## config.mk

```make
export PLATFORM = sky130hd
export DESIGN_NAME = serial_display_receiver
export DESIGN_NICKNAME = d
export VERILOG_FILES = /design/src/rtl/serial_display_receiver.sv
export SDC_FILE = /design/constraint.sdc
export NUM_CORES = 1
export LEC_CHECK = 0
export BUFFER_PORTS_ARGS = -buffer_cell sky130_fd_sc_hd__buf_2
export CAP_MARGIN = 25
export CORE_MARGIN = 5
export CORE_UTILIZATION = 55
export CTS_CLUSTER_SIZE = 20
export DETAILED_ROUTE_END_ITERATION = 16
export GPL_TIMING_DRIVEN = 0
export PLACE_DENSITY = 0.81
export SYNTH_ARGS = -nofsm -noshare
export SYNTH_HDL_FRONTEND = slang
export SYNTH_SLANG_ARGS = --single-unit
```

## constraint.sdc

```tcl
create_clock -name clk -period 6.6 [get_ports clk]
set_input_delay 1.32 -clock clk [delete_from_list [all_inputs] [get_ports clk]]
set_output_delay 1.32 -clock clk [all_outputs]
set_load 0.01 [all_outputs]
```

## src/rtl/serial_display_receiver.sv

```systemverilog
// serial_display_receiver: rebuilds the parallel display frame from the three-wire
// serial/shift-clock/latch stream, checking bit count and stalls per frame.
`default_nettype none

module serial_display_receiver #(
   parameter int FRAME_BITS     = 24,
   parameter int TIMEOUT_CYCLES = 1024
) (
   input  logic                  clk,
   input  logic                  reset,
   input  logic                  serial_in,
   input  logic                  sclk_in,
   input  logic                  latch_in,
   output logic [FRAME_BITS-1:0] data_out,
   output logic                  frame_valid,
   output logic                  frame_error,
   output logic                  busy
);

   localparam int CNT_W = $clog2(FRAME_BITS + 2);
   localparam int TO_W  = (TIMEOUT_CYCLES > 2) ? $clog2(TIMEOUT_CYCLES) : 1;

   typedef enum logic [0:0] {
      S_IDLE  = 1'b0,
      S_SHIFT = 1'b1
   } state_t;

   // Per-line pipelines, bit 0 = serial, 1 = sclk, 2 = latch
   logic [2:0]            r_sync1;
   logic [2:0]            r_sync2;
   logic [2:0]            r_prev;

   state_t                r_state;
   logic [FRAME_BITS-1:0] r_shreg;
   logic [CNT_W-1:0]      r_cnt;
   logic [TO_W-1:0]       r_tcnt;
   logic [FRAME_BITS-1:0] r_data;
   logic                  r_valid;
   logic                  r_error;

   logic                  w_sclk_rise;
   logic                  w_latch_rise;
   logic [FRAME_BITS-1:0] w_shreg_next;
   logic [CNT_W-1:0]      w_cnt_next;
   logic                  w_frame_ok;
   logic                  w_timeout;

   always_ff @(posedge clk or posedge reset) begin
      if (reset) begin
         r_sync1 <= '0;
         r_sync2 <= '0;
         r_prev  <= '0;
      end else begin
         r_sync1 <= {latch_in, sclk_in, serial_in};
         r_sync2 <= r_sync1;
         r_prev  <= r_sync2;
      end
   end

   assign w_sclk_rise  = r_sync2[1] & ~r_prev[1];
   assign w_latch_rise = r_sync2[2] & ~r_prev[2];

   // Shift lands before any latch evaluation in the same cycle
   assign w_shreg_next = w_sclk_rise ? {r_shreg[FRAME_BITS-2:0], r_sync2[0]} : r_shreg;

   always_comb begin
      w_cnt_next = r_cnt;
      if (w_sclk_rise) begin
         if (r_state == S_IDLE) begin
            w_cnt_next = CNT_W'(1);
         end else if (r_cnt != CNT_W'(FRAME_BITS + 1)) begin
            w_cnt_next = r_cnt + CNT_W'(1);
         end
      end
   end

   assign w_frame_ok = (w_cnt_next == CNT_W'(FRAME_BITS));
   assign w_timeout  = (r_tcnt == TO_W'(TIMEOUT_CYCLES - 1));

   always_ff @(posedge clk or posedge reset) begin
      if (reset) begin
         r_state <= S_IDLE;
         r_shreg <= '0;
         r_cnt   <= '0;
         r_tcnt  <= '0;
         r_data  <= '0;
         r_valid <= 1'b0;
         r_error <= 1'b0;
      end else begin
         r_valid <= 1'b0;
         r_error <= 1'b0;
         r_shreg <= w_shreg_next;
         case (r_state)
            S_IDLE: begin
               r_tcnt <= '0;
               if (w_latch_rise) begin
                  // Empty latch, or one bit coinciding with the latch
                  r_cnt <= '0;
                  if (w_frame_ok) begin
                     r_data  <= w_shreg_next;
                     r_valid <= 1'b1;
                  end else begin
                     r_error <= 1'b1;
                  end
               end else if (w_sclk_rise) begin
                  r_cnt   <= w_cnt_next;
                  r_state <= S_SHIFT;
               end
            end
            S_SHIFT: begin
               if (w_latch_rise) begin
                  r_cnt   <= '0;
                  r_tcnt  <= '0;
                  r_state <= S_IDLE;
                  if (w_frame_ok) begin
                     r_data  <= w_shreg_next;
                     r_valid <= 1'b1;
                  end else begin
                     r_error <= 1'b1;
                  end
               end else if (w_sclk_rise) begin
                  r_cnt  <= w_cnt_next;
                  r_tcnt <= '0;
               end else if (w_timeout) begin
                  r_cnt   <= '0;
                  r_tcnt  <= '0;
                  r_error <= 1'b1;
                  r_state <= S_IDLE;
               end else begin
                  r_tcnt <= r_tcnt + TO_W'(1);
               end
            end
            default: begin
               r_state <= S_IDLE;
               r_cnt   <= '0;
               r_tcnt  <= '0;
            end
         endcase
      end
   end

   assign data_out    = r_data;
   assign frame_valid = r_valid;
   assign frame_error = r_error;
   assign busy        = (r_state == S_SHIFT);

endmodule

`default_nettype wire
```

Yosys cells after proc, flatten, opt, wreduce, memory -nomap -nowiden
Cells that the tools add are included.

operators by class
  $lt $le $gt $ge = 0
  divide/modulo/power cells = 0
  add/subtract/negate cells = 2
  reductions and logical operators = 2
  shift operators = 0
  multipliers = 0
  muxes and demuxes = 30
  eq/ne operators = 5
  bitwise gates (word level) = 5

operator list
  operator               count
  $mux 24                3
  $mux 5                 8
  $mux 10                3
  $pmux 10 s2            1
  $mux 1                 12
  $add 10x1->10 const B  1
  $eq 10x10->1 const B   1
  $pmux 5 s2             1
  $add 5x1->5 const B    1
  $eq 5x5->1 const B     1
  $ne 5x5->1 const B     1
  $ne 4x1->1 const B     1
  $pmux 1 s2             2
  $reduce_and 2->1       2
  $ne 3x3->1 const B     1
  $not 1->1              3
  $and 1x1->1            2

storage, ports and cells
  input port bits = 5
  RAM bits = 0
  memories = 0
  bits in registers = 75
  logic and storage cells = 54
  output and inout bits = 27
  bits in read-only memories = 0
  bits in latches = 0

Longest topological paths before layout
Gate-level depths: netlist of the first run.

  depth after elaboration = 8
  depth in mapped cells = 8
  gate-level depth less buffers = 7

Least setup slack after synthesis of the first run
Ideal clock, no wire load.

  kind = flip-flop to flip-flop
  start point = register r_cnt[1]
  end point = register r_data[10], in the netlist data_out[10]
  cell stages (with the launch flop) = 9
  period minus slack after synthesis = 2.343 ns
  required time = 6.473 ns
  data arrival time = 2.216 ns
  path slack = 4.257 ns
  buffers on the path = 1
  cell sequence = dfrtp_1 -> inv_1 -> ha_1 -> nand4b_2 -> and2_1 -> or3_1 -> a211oi_4 -> buf_6 -> mux2_1

between the ends
  cells in the longest elaborated chain, start to end = 6
  elaborated cells on any way between the ends = 7

RTL lines
  item                                              RTL line  text
  from (decl)                                       35        logic [CNT_W-1:0] r_cnt;
  from (signal assigned)                            106       r_cnt <= w_cnt_next;
  from (signal assigned)                            122       r_cnt <= w_cnt_next;
  $add 5x1->5 / $ne 5x5->1 (equally long branches)  72, 71
  $mux 5                                            71        end else if (r_cnt != CNT_W'(FRAME_BITS + 1)) begin
  $mux 5                                            69        if (r_state == S_IDLE) begin
  $mux 5 *                                          68        if (w_sclk_rise) begin
  $eq 5x5->1 *                                      77        assign w_frame_ok = (w_cnt_next == CNT_W'(FRAME_BITS));
  $reduce_and 2->1 (no source line) *               --
  to (signal assigned)                              100       r_data <= w_shreg_next;
  to (signal assigned)                              116       r_data <= w_shreg_next;
  to (decl)                                         37        logic [FRAME_BITS-1:0] r_data;

Mark *: on every way between the ends. The rest lies on a longest branch, timed or not.
A chain may end at the register's enable or synchronous reset.

Final worst setup path of the first run
  start point = register r_cnt[1]
  end point = register r_data[12], in the netlist data_out[12]

The elaborated chain is that of the path after synthesis.

==> flow_metrics.py, run 1 <==
metrics = {
    "logic_synthesis": {
        "syn-cell-area_um2": 2980,
        "syn_nets": 275,
        "yosys-top-cells-area": "dfrtp_1, nand2_1, mux2_1",
        "synth_flop_cell": "dfrtp_1",
        "ys_seq_area_share_pct": 62.2,
        "yosysUniqueCellTypes": 35,
        "synth_top_cell_by_area": "dfrtp_1",
        "synth_seq_cells": 74,
        "synthArstFlopShare_pct": 100,
        "ys_warn_count": 0,
        "synth_area_per_cell_um2": 11.1,
        "synth_top_area_share_pct": 62.2,
        "synth_edf_count": 0,
        "synthTopCellsByCount": "nand2_1, dfrtp_1, mux2_1",
        "syn_inst": 267,
        "yosysMostFrequentCell": "nand2_1",
    },
    "sta": {
        "worst_pin_slew_ns": 0.856,
        "finalClockSkew_ns": 0.0113,
        "relSlewSlack_pct": 42.9,
        "slew_viol_final": 0,
        "setup_tns_ns": 0,
        "rsz0062_at_grt": "false",
        "max_freq_mhz": 376,
        "fin_crit_sh_pct": 40.3,
        "hold_violations": 0,
        "period_needed_ns": 2.66,
        "setup_violations": 0,
    },
    "placement": {
        "dp.cells": 368,
        "port_buffers": 31,
        "place.gp.congestion": 0.786,
        "hpwl_mm": 3.60,
    },
    "grt": {
        "antenna_found_initial": 0,
        "grt_overflow": 0,
        "grt_pass1_wl_mm": 9.54,
        "grt_max_degree": 75,
        "grt_pass1_vias": 1988,
        "grt_usage_pct": 17.0,
    },
    "run_status": {
        "status": "completed",
    },
    "clocking": {
        "cts_root_buf": "clkbuf_8",
        "cts.sinks": 74,
        "cts-htree-levels": 3,
        "cts.path.max_buffers": 2,
        "post_cts_resized": 0,
        "cts_tree": "done",
        "cts_hold_buf": 0,
        "cts_setup_buffers": 0,
        "clkLatencyLatePin_ns": 0.34,
        "cts_made_buffers": 9,
        "path_clk_slew_ns": 0.08,
    },
    "worst_setup_path": {
        "crit_type": "flip-flop to flip-flop",
        "crit_chain": "inv_1 > ha_1 > nand4b_2 > and2_1 > or3_1 > a211oi_4 > buf_6 > mux2_1",
        "slowest_delay_ns": 0.49,
        "critPathLaunchType": "flip-flop",
        "crit_fanout": 10,
        "cp_num_buf_inv": 2,
        "worst_ep_required_time_ns": 6.83,
        "worstPathArrival_ns": 2.89,
        "slowest_stage": "a211oi_4",
        "end_kind": "flip-flop",
        "path_delay_family": "simple AND/OR/NAND/NOR gates",
    },
    "layout": {
        "finalNonFillerCells": 384,
        "n_fill_cell": 406,
        "nets": 317,
        "area_delta_synth_final_pct": 15.8,
        "layout-drive-gt1-share_pct": 19.4,
        "n_antenna_cell": 0,
    },
    "floorplan": {
        "ios": 32,
        "core_um2": 5170,
        "die_area_um2": 6980,
        "start_util_pct": 57.5,
        "die_y_um": 83.6,
        "num_rows": 26,
        "die_x_um": 83.6,
    },
    "drt": {
        "ant_nets": 0,
        "drt_iter0_drc": 65,
        "wl_per_cell_um": 13.7,
        "firstDrtPassIters": 4,
        "vias_per_cell": 5.13,
        "drt-total-wl_mm": 5.25,
        "dr_total_vias": 1970,
        "drc_errors": 0,
    },
    "power": {
        "power.leakage_nw": 1.81,
        "power_mw": 0.977,
        "power_density_nw_per_um2": 283,
        "peakVddDrop_mv": 0.176,
    },
    "min_path": {
        "min_path_type": "flip-flop to flip-flop",
    },
    "job": {
        "drv_cap": 0,
    },
}
-- per-stage QoR --
| step | hold WS, ns | cell area, um2 | worst slack (ns) | util, % |
|---|---|---|---|---|
| finish | 0.344 | 3450 | 3.94 | 66.7 |
| global route | 0.365 | 3450 | 3.78 | 66.7 |
| CTS | 0.354 | 3450 | 3.95 | 66.7 |
| detailed placement | 0.337 | 3220 | 3.95 | 62.3 |
| global placement | 0.332 | 3220 | 2.64 | 62.2 |
| floorplan | 0.331 | 2980 | 3.40 | - |
-- cells by family after synthesis --
group           count (synthesis)  share of synthesized area [%]
compound gates                 16                           4.04
fa+ha+maj                       3                           1.26
mux                            24                           9.08
buf+inv                        17                           2.69
xor+xnor                       10                           2.94
flops                          74                           62.2
simple gates                  123                           17.8
-- sequential cells by signal, summed over array words and instances, names as in the netlist --
name,cells
r_shreg,24
r_sync1,3
frame_valid,1
r_tcnt,10
r_cnt,5
r_sync2,3
busy,1
data_out,24
r_prev,2
frame_error,1
-- metal layers --
layer	GRT usage, %	vias up	part of all wire, %
met5	0	-	0
met4	6.14	0	1.6
met3	6.12	9	4.5
met2	26.9	43	50
met1	21.7	952	44
li1	-	966	-
-- path summary, 6_finish.rpt --
| kind | from | endpoint | slack [ns] | depth (start not counted) |
|---|---|---|---|---|
| min | r_sync1[1]$_DFF_PP0_ | r_sync2[1]$_DFF_PP0_ | 0.34 | 0 |
| min reg2reg | r_sync1[1]$_DFF_PP0_ | r_sync2[1]$_DFF_PP0_ | 0.34 | 0 |
| max reg2reg | r_cnt[1]$_DFFE_PP0P_ | data_out[12]$_DFFE_PP0P_ | 3.94 | 8 |
| min in group asynchronous | reset | data_out[14]$_DFFE_PP0P_ | 1.15 | 2 |
| max in group asynchronous | reset | r_tcnt[5]$_DFF_PP0_ | 4.88 | 2 |
| max | r_cnt[1]$_DFFE_PP0P_ | data_out[12]$_DFFE_PP0P_ | 3.94 | 8 |
-- power by group --
group | switching, mW | internal [mW] | leakage (nW) | total [mW]
registers | 0.0189 | 0.487 | 0.998 | 0.506
logic | 0.0532 | 0.0288 | 0.701 | 0.0820
clock network | 0.164 | 0.225 | 0.110 | 0.390
-- cells in the final DEF, fill, tap and decap left out, types with 2 or more instances in the layout --
master | Yosys | routed
buf_6 | 2 | 2
bufinv_16 | 0 | 2
or2_2 | 2 | 2
mux2_1 | 18 | 18
nand2b_1 | 2 | 2
and3_1 | 2 | 2
ha_1 | 3 | 3
nor3_1 | 3 | 3
o21ai_0 | 4 | 4
clkbuf_1 | 7 | 8
xor2_1 | 4 | 4
clkbuf_8 | 0 | 10
nand4_1 | 2 | 2
mux2_2 | 6 | 6
inv_1 | 5 | 4
a21oi_1 | 3 | 3
buf_1 | 2 | 2
xnor2_1 | 6 | 6
nand3_1 | 10 | 10
nor2b_1 | 3 | 3
dfrtp_1 | 74 | 74
buf_2 | 1 | 32
nand2_1 | 82 | 82
nor2_1 | 12 | 12
o2111ai_1 | 2 | 2
-- layout make-up --
class                           count  area, um2  area share (%)
Clock inverter                      5       85.1            2.47
Inverter                            5       21.3           0.617
Clock buffer                       11        141            4.10
Sequential cell                    74       1850            53.7
Multi-Input combinational cell    176       1040            30.3
Tap cell                           70       87.6            2.54
Timing Repair Buffer               31        155            4.50
Buffer                             12       61.3            1.78
Power figures use the tool's default switching activity.
==> run 2, diff against run 1 <==
CORE_UTILIZATION = 52   (was 55)
clock period = 2.4 ns   (was 6.6 ns; I/O delays follow)
==> run 2 against run 1 <==
Compared with the run above:
- cell area grew 2.3%
- global-route usage shrank 0.89 points
- setup slack lost 3.9 ns
- largest power group unchanged
- critical path type unchanged
- fmax grew 15%
- die area grew 5.1%
- routed wire length shrank 1.5%
- combinational power grew to 3.0 times the previous value
- sequential share of layout area shrank 1.2 points
- count of clock-buffer cells in the layout shrank 1
- first-iteration DRC count grew to 2.6 times the previous value
- register-to-register slack lost 3.9 ns
- core utilization shrank 3.0 points
- critical endpoint is now data_out[20]$_DFFE_PP0P_
==> flow_metrics.py, run 2 (same netlist as run 1, synthesis figures left out) <==
metrics = {
    "clocking": {
        "cts-htree-levels": 3,
        "cts_root_buf": "clkbuf_8",
        "cts_hold_buf": 0,
        "cts_made_buffers": 9,
        "cts.path.max_buffers": 2,
        "cts_tree": "done",
        "clkLatencyLatePin_ns": 0.34,
        "path_clk_slew_ns": 0.07,
        "cts.sinks": 74,
    },
    "sta": {
        "fin_crit_sh_pct": 96.7,
        "period_needed_ns": 2.32,
        "finalClockSkew_ns": 0.00607,
        "setup_tns_ns": 0,
        "worst_pin_slew_ns": 0.857,
        "max_freq_mhz": 431,
        "relSlewSlack_pct": 42.8,
        "slew_viol_final": 0,
        "rsz0062_at_grt": "false",
        "setup_violations": 0,
        "hold_violations": 0,
    },
    "placement": {
        "port_buffers": 31,
        "hpwl_mm": 3.42,
        "place.gp.congestion": 0.826,
    },
    "floorplan": {
        "die_area_um2": 7340,
        "core_um2": 5540,
        "ios": 32,
        "start_util_pct": 53.7,
        "die_y_um": 85.7,
        "num_rows": 27,
        "die_x_um": 85.7,
    },
    "layout": {
        "most-common-layout-cells": "nand2_1, dfrtp_1, buf_2",
        "area_delta_synth_final_pct": 18.5,
        "n_antenna_cell": 0,
        "n_fill_cell": 428,
        "layout-drive-gt1-share_pct": 22.2,
        "nets": 323,
        "final_common_cell": "nand2_1",
    },
    "worst_setup_path": {
        "end_kind": "flip-flop",
        "worstPathArrival_ns": 2.55,
        "critPathLaunchType": "flip-flop",
        "slowest_delay_ns": 0.40,
        "crit_chain": "inv_1 > ha_4 > nand4b_4 > and2_4 > or3_4 > a211oi_4 > buf_6 > buf_4 > mux2_2",
        "crit_fanout": 6,
        "crit_type": "flip-flop to flip-flop",
        "slowest_stage": "dfrtp_1",
        "worst_ep_required_time_ns": 2.63,
    },
    "power": {
        "power_density_nw_per_um2": 758,
        "power.leakage_nw": 1.86,
        "p_sw_mw": 0.634,
        "p_int_mw": 2.04,
        "combPwrFrac_pct": 9.2,
        "p_seq_share_pct": 51.9,
        "peakVddDrop_mv": 0.580,
        "swShare_pct": 23.7,
        "clkPwrFrac_pct": 39.0,
        "power_mw": 2.67,
    },
    "drt": {
        "ant_nets": 0,
        "firstDrtPassIters": 4,
        "vias_per_cell": 5.16,
        "drc_errors": 0,
        "dr_total_vias": 2023,
        "wl_per_cell_um": 13.2,
        "drt-total-wl_mm": 5.17,
        "drt_iter0_drc": 167,
    },
    "run_status": {
        "status": "completed",
    },
    "grt": {
        "grt_usage_pct": 16.1,
        "grt_pass1_vias": 2040,
        "grt_max_degree": 75,
        "antenna_found_initial": 0,
        "grt_pass1_wl_mm": 9.32,
        "grt_overflow": 0,
    },
    "job": {
        "drv_cap": 0,
    },
    "min_path": {
        "min_path_type": "input port to flip-flop",
    },
}
==> run 2: cell count changes in the layout (fill, tap and decap cells not counted), sizes merged <==
cell and delta:
clkinv +3, clkinvlp -1, clkbuf -1, inv -1
buf +6
==> run 2: layout make-up <==
type	count	area, um2	share of cell area (%)
tap	72	90.1	2.55
timing repair buffer	37	204	5.78
inverter	5	21.3	0.603
sequential	74	1850	52.5
buffer	12	68.8	1.95
clock buffer	10	138	3.90
clock inverter	6	80.1	2.27
multi-input combinational	176	1070	30.4
==> run 2: per-layer routing <==
| layer | vias up | part of all wire, % | GRT usage (%) |
|---|---|---|---|
| met4 | 0 | 1.6 | 6.47 |
| met2 | 52 | 47 | 25.0 |
| met3 | 8 | 4.8 | 5.48 |
| met1 | 989 | 47 | 21.0 |
| met5 | - | 0 | 0 |
| li1 | 974 | - | - |
==> run 2: timing repair <==
item,in CTS,in global routing
gates resized for setup,1,7
setup buffers,4,2
setup endpoints to repair,24,22
pin swaps,1,0
==> run 2: worst paths after layout <==
path | slack, ns | start | end | cells after the start
min reg2reg | 0.35 | r_sync1[2]$_DFF_PP0_ | r_sync2[2]$_DFF_PP0_ | 0
max reg2reg | 0.08 | r_cnt[1]$_DFFE_PP0P_ | data_out[20]$_DFFE_PP0P_ | 9
max | 0.08 | r_cnt[1]$_DFFE_PP0P_ | data_out[20]$_DFFE_PP0P_ | 9
max in group asynchronous | 1.53 | reset | r_tcnt[5]$_DFF_PP0_ | 2
min in group asynchronous | 0.32 | reset | data_out[5]$_DFFE_PP0P_ | 2
min | 0.24 | serial_in | r_sync1[0]$_DFF_PP0_ | 1
==> run 2: metrics by stage <==
stage / setup WS (ns) / cells / hold WS, ns / instance area (um2) / util [%]
2_1_floorplan: 0.0384 / 267 / 0.331 / 2980 / -
3_3_place_gp: -0.730 / 370 / 0.333 / 3220 / 58.2
3_5_place_dp: -0.224 / 370 / 0.335 / 3220 / 58.2
4_1_cts: 0.00855 / 390 / 0.225 / 3480 / 62.7
5_1_grt: 0.00752 / 392 / 0.224 / 3530 / 63.7
6_report: 0.0795 / 392 / 0.244 / 3530 / 63.7
==> run 2: critical path, delay by kind of cell (launching register included) <==
| family | cells | cell delay [ns] |
|---|---|---|
| AND/OR/NAND/NOR | 3 | 0.68 |
| flip-flops | 1 | 0.40 |
| AO/OA/AOI/OAI | 1 | 0.24 |
| multiplexers | 1 | 0.33 |
| adder cells (fa/ha/maj) | 1 | 0.15 |
| buffers and inverters | 3 | 0.41 |
==> run 2: power groups by stage <==
stage | combinational (mW) | sequential, mW | clock, mW
2_1_floorplan | 0.142 | 1.42 | 0
3_3_place_gp | 0.220 | 1.41 | 0
3_5_place_dp | 0.227 | 1.41 | 0
4_1_cts | 0.238 | 1.38 | 1.07
5_1_grt | 0.280 | 1.40 | 1.14
6_report | 0.245 | 1.39 | 1.04
==> run 3, diff against run 2 <==
CORE_UTILIZATION = 55   (was 52)
clock period = 2.3 ns   (was 2.4 ns; I/O delays follow)
==> run 3 against run 2 <==
Compared with the run above:
- the run now ends with negative setup slack left
- critical path type unchanged
- setup slack worse by 0.12 ns
- critical path depth did not move
- cell area grew 4.1%
- first-iteration DRC count is 11% lower
- register-to-register slack lost 0.12 ns
- global-route usage up 2.0 points
- combinational power grew 18%
- clock power down 15%
- via count grew 3.0%
- sequential power increased by 5%
- fmax shrank 0.69%
- largest cell class unchanged
==> flow_metrics.py, run 3 (same netlist as run 1, synthesis figures left out) <==
metrics = {
    "sta": {
        "relSlewSlack_pct": 55.3,
        "slew_viol_final": 0,
        "rsz0062_at_grt": "true",
        "period_needed_ns": 2.34,
        "fin_crit_sh_pct": 102,
        "setup_ws_ns": -0.0366,
        "max_freq_mhz": 428,
        "hold_violations": 0,
        "setup_violations": 18,
        "worst_pin_slew_ns": 0.669,
        "setup_tns_ns": -0.371,
        "finalClockSkew_ns": 0.00520,
    },
    "layout": {
        "n_fill_cell": 346,
        "most-common-layout-cells": "nand2_1, dfrtp_1, buf_2",
        "layout-drive-gt1-share_pct": 30.1,
        "fin_util_pct": 71.0,
        "final_common_cell": "nand2_1",
        "fin_area_um2": 3670,
        "n_antenna_cell": 0,
        "nets": 330,
        "area_delta_synth_final_pct": 23.4,
    },
    "placement": {
        "place.gp.congestion": 0.810,
        "dpl_cell_area_um2": 3270,
        "post-place-ws_ns": -0.306,
        "hpwl_mm": 3.74,
        "port_buffers": 31,
    },
    "worst_setup_path": {
        "worstPathArrival_ns": 2.57,
        "cp-startpoint": "r_cnt[1]$_DFFE_PP0P_",
        "critPathLaunchType": "flip-flop",
        "slowest_delay_ns": 0.42,
        "rrSetupSlack_ns": -0.04,
        "r2r-start": "r_cnt[1]$_DFFE_PP0P_",
        "crit_chain": "inv_2 > ha_4 > nand4b_4 > and2_4 > or3_4 > a211oi_4 > buf_6 > clkbuf_16 > mux2_4",
        "path_delay_family": "simple AND/OR/NAND/NOR gates",
        "slowest_stage": "dfrtp_1",
        "end_kind": "flip-flop",
        "crit_type": "flip-flop to flip-flop",
        "worst_ep_required_time_ns": 2.53,
        "crit_fanout": 5,
        "cp_num_buf_inv": 3,
    },
    "floorplan": {
        "die_area_um2": 6980,
        "die_y_um": 83.6,
        "die_x_um": 83.6,
        "num_rows": 26,
        "ios": 32,
        "core_um2": 5170,
        "start_util_pct": 57.5,
    },
    "grt": {
        "grt_pass1_wl_mm": 10.0,
        "grt_max_degree": 45,
        "antenna_found_initial": 0,
        "grt_usage_pct": 18.1,
        "grt_pass1_vias": 2129,
        "grt_overflow": 0,
    },
    "clocking": {
        "path_clk_slew_ns": 0.08,
        "cts_hold_buf": 0,
        "cts_root_buf": "clkbuf_8",
        "cts_tree": "done",
        "cts.sinks": 74,
        "cts-htree-levels": 3,
        "clkLatencyLatePin_ns": 0.35,
        "cts_made_buffers": 9,
        "cts.path.max_buffers": 2,
    },
    "job": {
        "drv_cap": 0,
    },
    "drt": {
        "drt_iter0_drc": 148,
        "ant_nets": 0,
        "wl_per_cell_um": 15.2,
        "drc_errors": 0,
        "drt-total-wl_mm": 6.01,
        "dr_total_vias": 2083,
        "firstDrtPassIters": 4,
        "vias_per_cell": 5.26,
    },
    "min_path": {
        "min_path_type": "input port to asynchronous set/reset pin",
    },
    "run_status": {
        "status": "finished, violations left",
        "violations": "negative setup slack",
    },
    "power": {
        "power_density_nw_per_um2": 716,
        "power_mw": 2.63,
        "power.leakage_nw": 1.88,
        "peakVddDrop_mv": 0.487,
    },
}
-- run 3: cell count changes in the layout (fill, tap and decap cells not counted), sizes merged --
cell / change
clkbuf: +1
clkinvlp: +2
buf: +6
bufinv: -2
inv: -1
-- run 3: layout make-up --
| cell class | instances | area, um2 | share of cell area, % |
|---|---|---|---|
| clock inverters | 5 | 31.3 | 0.852 |
| well taps | 70 | 87.6 | 2.39 |
| multi-input cells | 176 | 1160 | 31.7 |
| inverters | 5 | 22.5 | 0.613 |
| clock buffers | 10 | 138 | 3.75 |
| plain buffers | 12 | 73.8 | 2.01 |
| repair buffers | 44 | 302 | 8.21 |
| flip-flops and latches | 74 | 1850 | 50.5 |
-- run 3: metal layers --
| layer | GRT usage [%] | part of all wire, % | vias up |
|---|---|---|---|
| li1 | - | - | 993 |
| met1 | 23.7 | 43 | 998 |
| met2 | 28.0 | 48 | 75 |
| met3 | 4.24 | 5.4 | 17 |
| met4 | 9.94 | 2.9 | 0 |
| met5 | 0 | 0 | - |
-- run 3: power by group --
| part | internal (mW) | total [mW] | switching, mW |
|---|---|---|---|
| Combinational | 0.122 | 0.289 | 0.167 |
| Sequential | 1.40 | 1.46 | 0.0572 |
| Clock | 0.411 | 0.884 | 0.473 |
-- run 3: through the flow --
step / instances / hold WS [ns]
global placement: 368 / 0.333
CTS: 391 / 0.208
finish: 396 / 0.202
detailed placement: 369 / 0.337
global route: 396 / 0.199
floorplan: 267 / 0.331
-- run 3: path summary, 6_finish.rpt --
| check | endpoint | cells past startpoint |
|---|---|---|
| setup / recovery | data_out[6]$_DFFE_PP0P_ | 9 |
| hold / removal | data_out[0]$_DFFE_PP0P_ | 2 |
| setup reg to reg | data_out[6]$_DFFE_PP0P_ | 9 |
| hold reg to reg | r_sync2[0]$_DFF_PP0_ | 0 |
| max in group asynchronous | r_cnt[0]$_DFFE_PP0P_ | 3 |
| min in group clk | r_sync1[1]$_DFF_PP0_ | 1 |
-- run 3: worst register-to-register path: stages (launching register included) --
cell       delay (ns)
dfrtp_1          0.42
inv_2            0.09
ha_4             0.13
nand4b_4         0.15
and2_4           0.18
or3_4            0.33
a211oi_4         0.30
buf_6            0.17
clkbuf_16        0.15
mux2_4           0.29
-- run 3: what timing repair did --
item,in CTS,in global routing
pin swaps,1,1
resized for setup,3,33
setup buffers,6,4
endpoints found under the setup margin,25,25
cloned,1,1
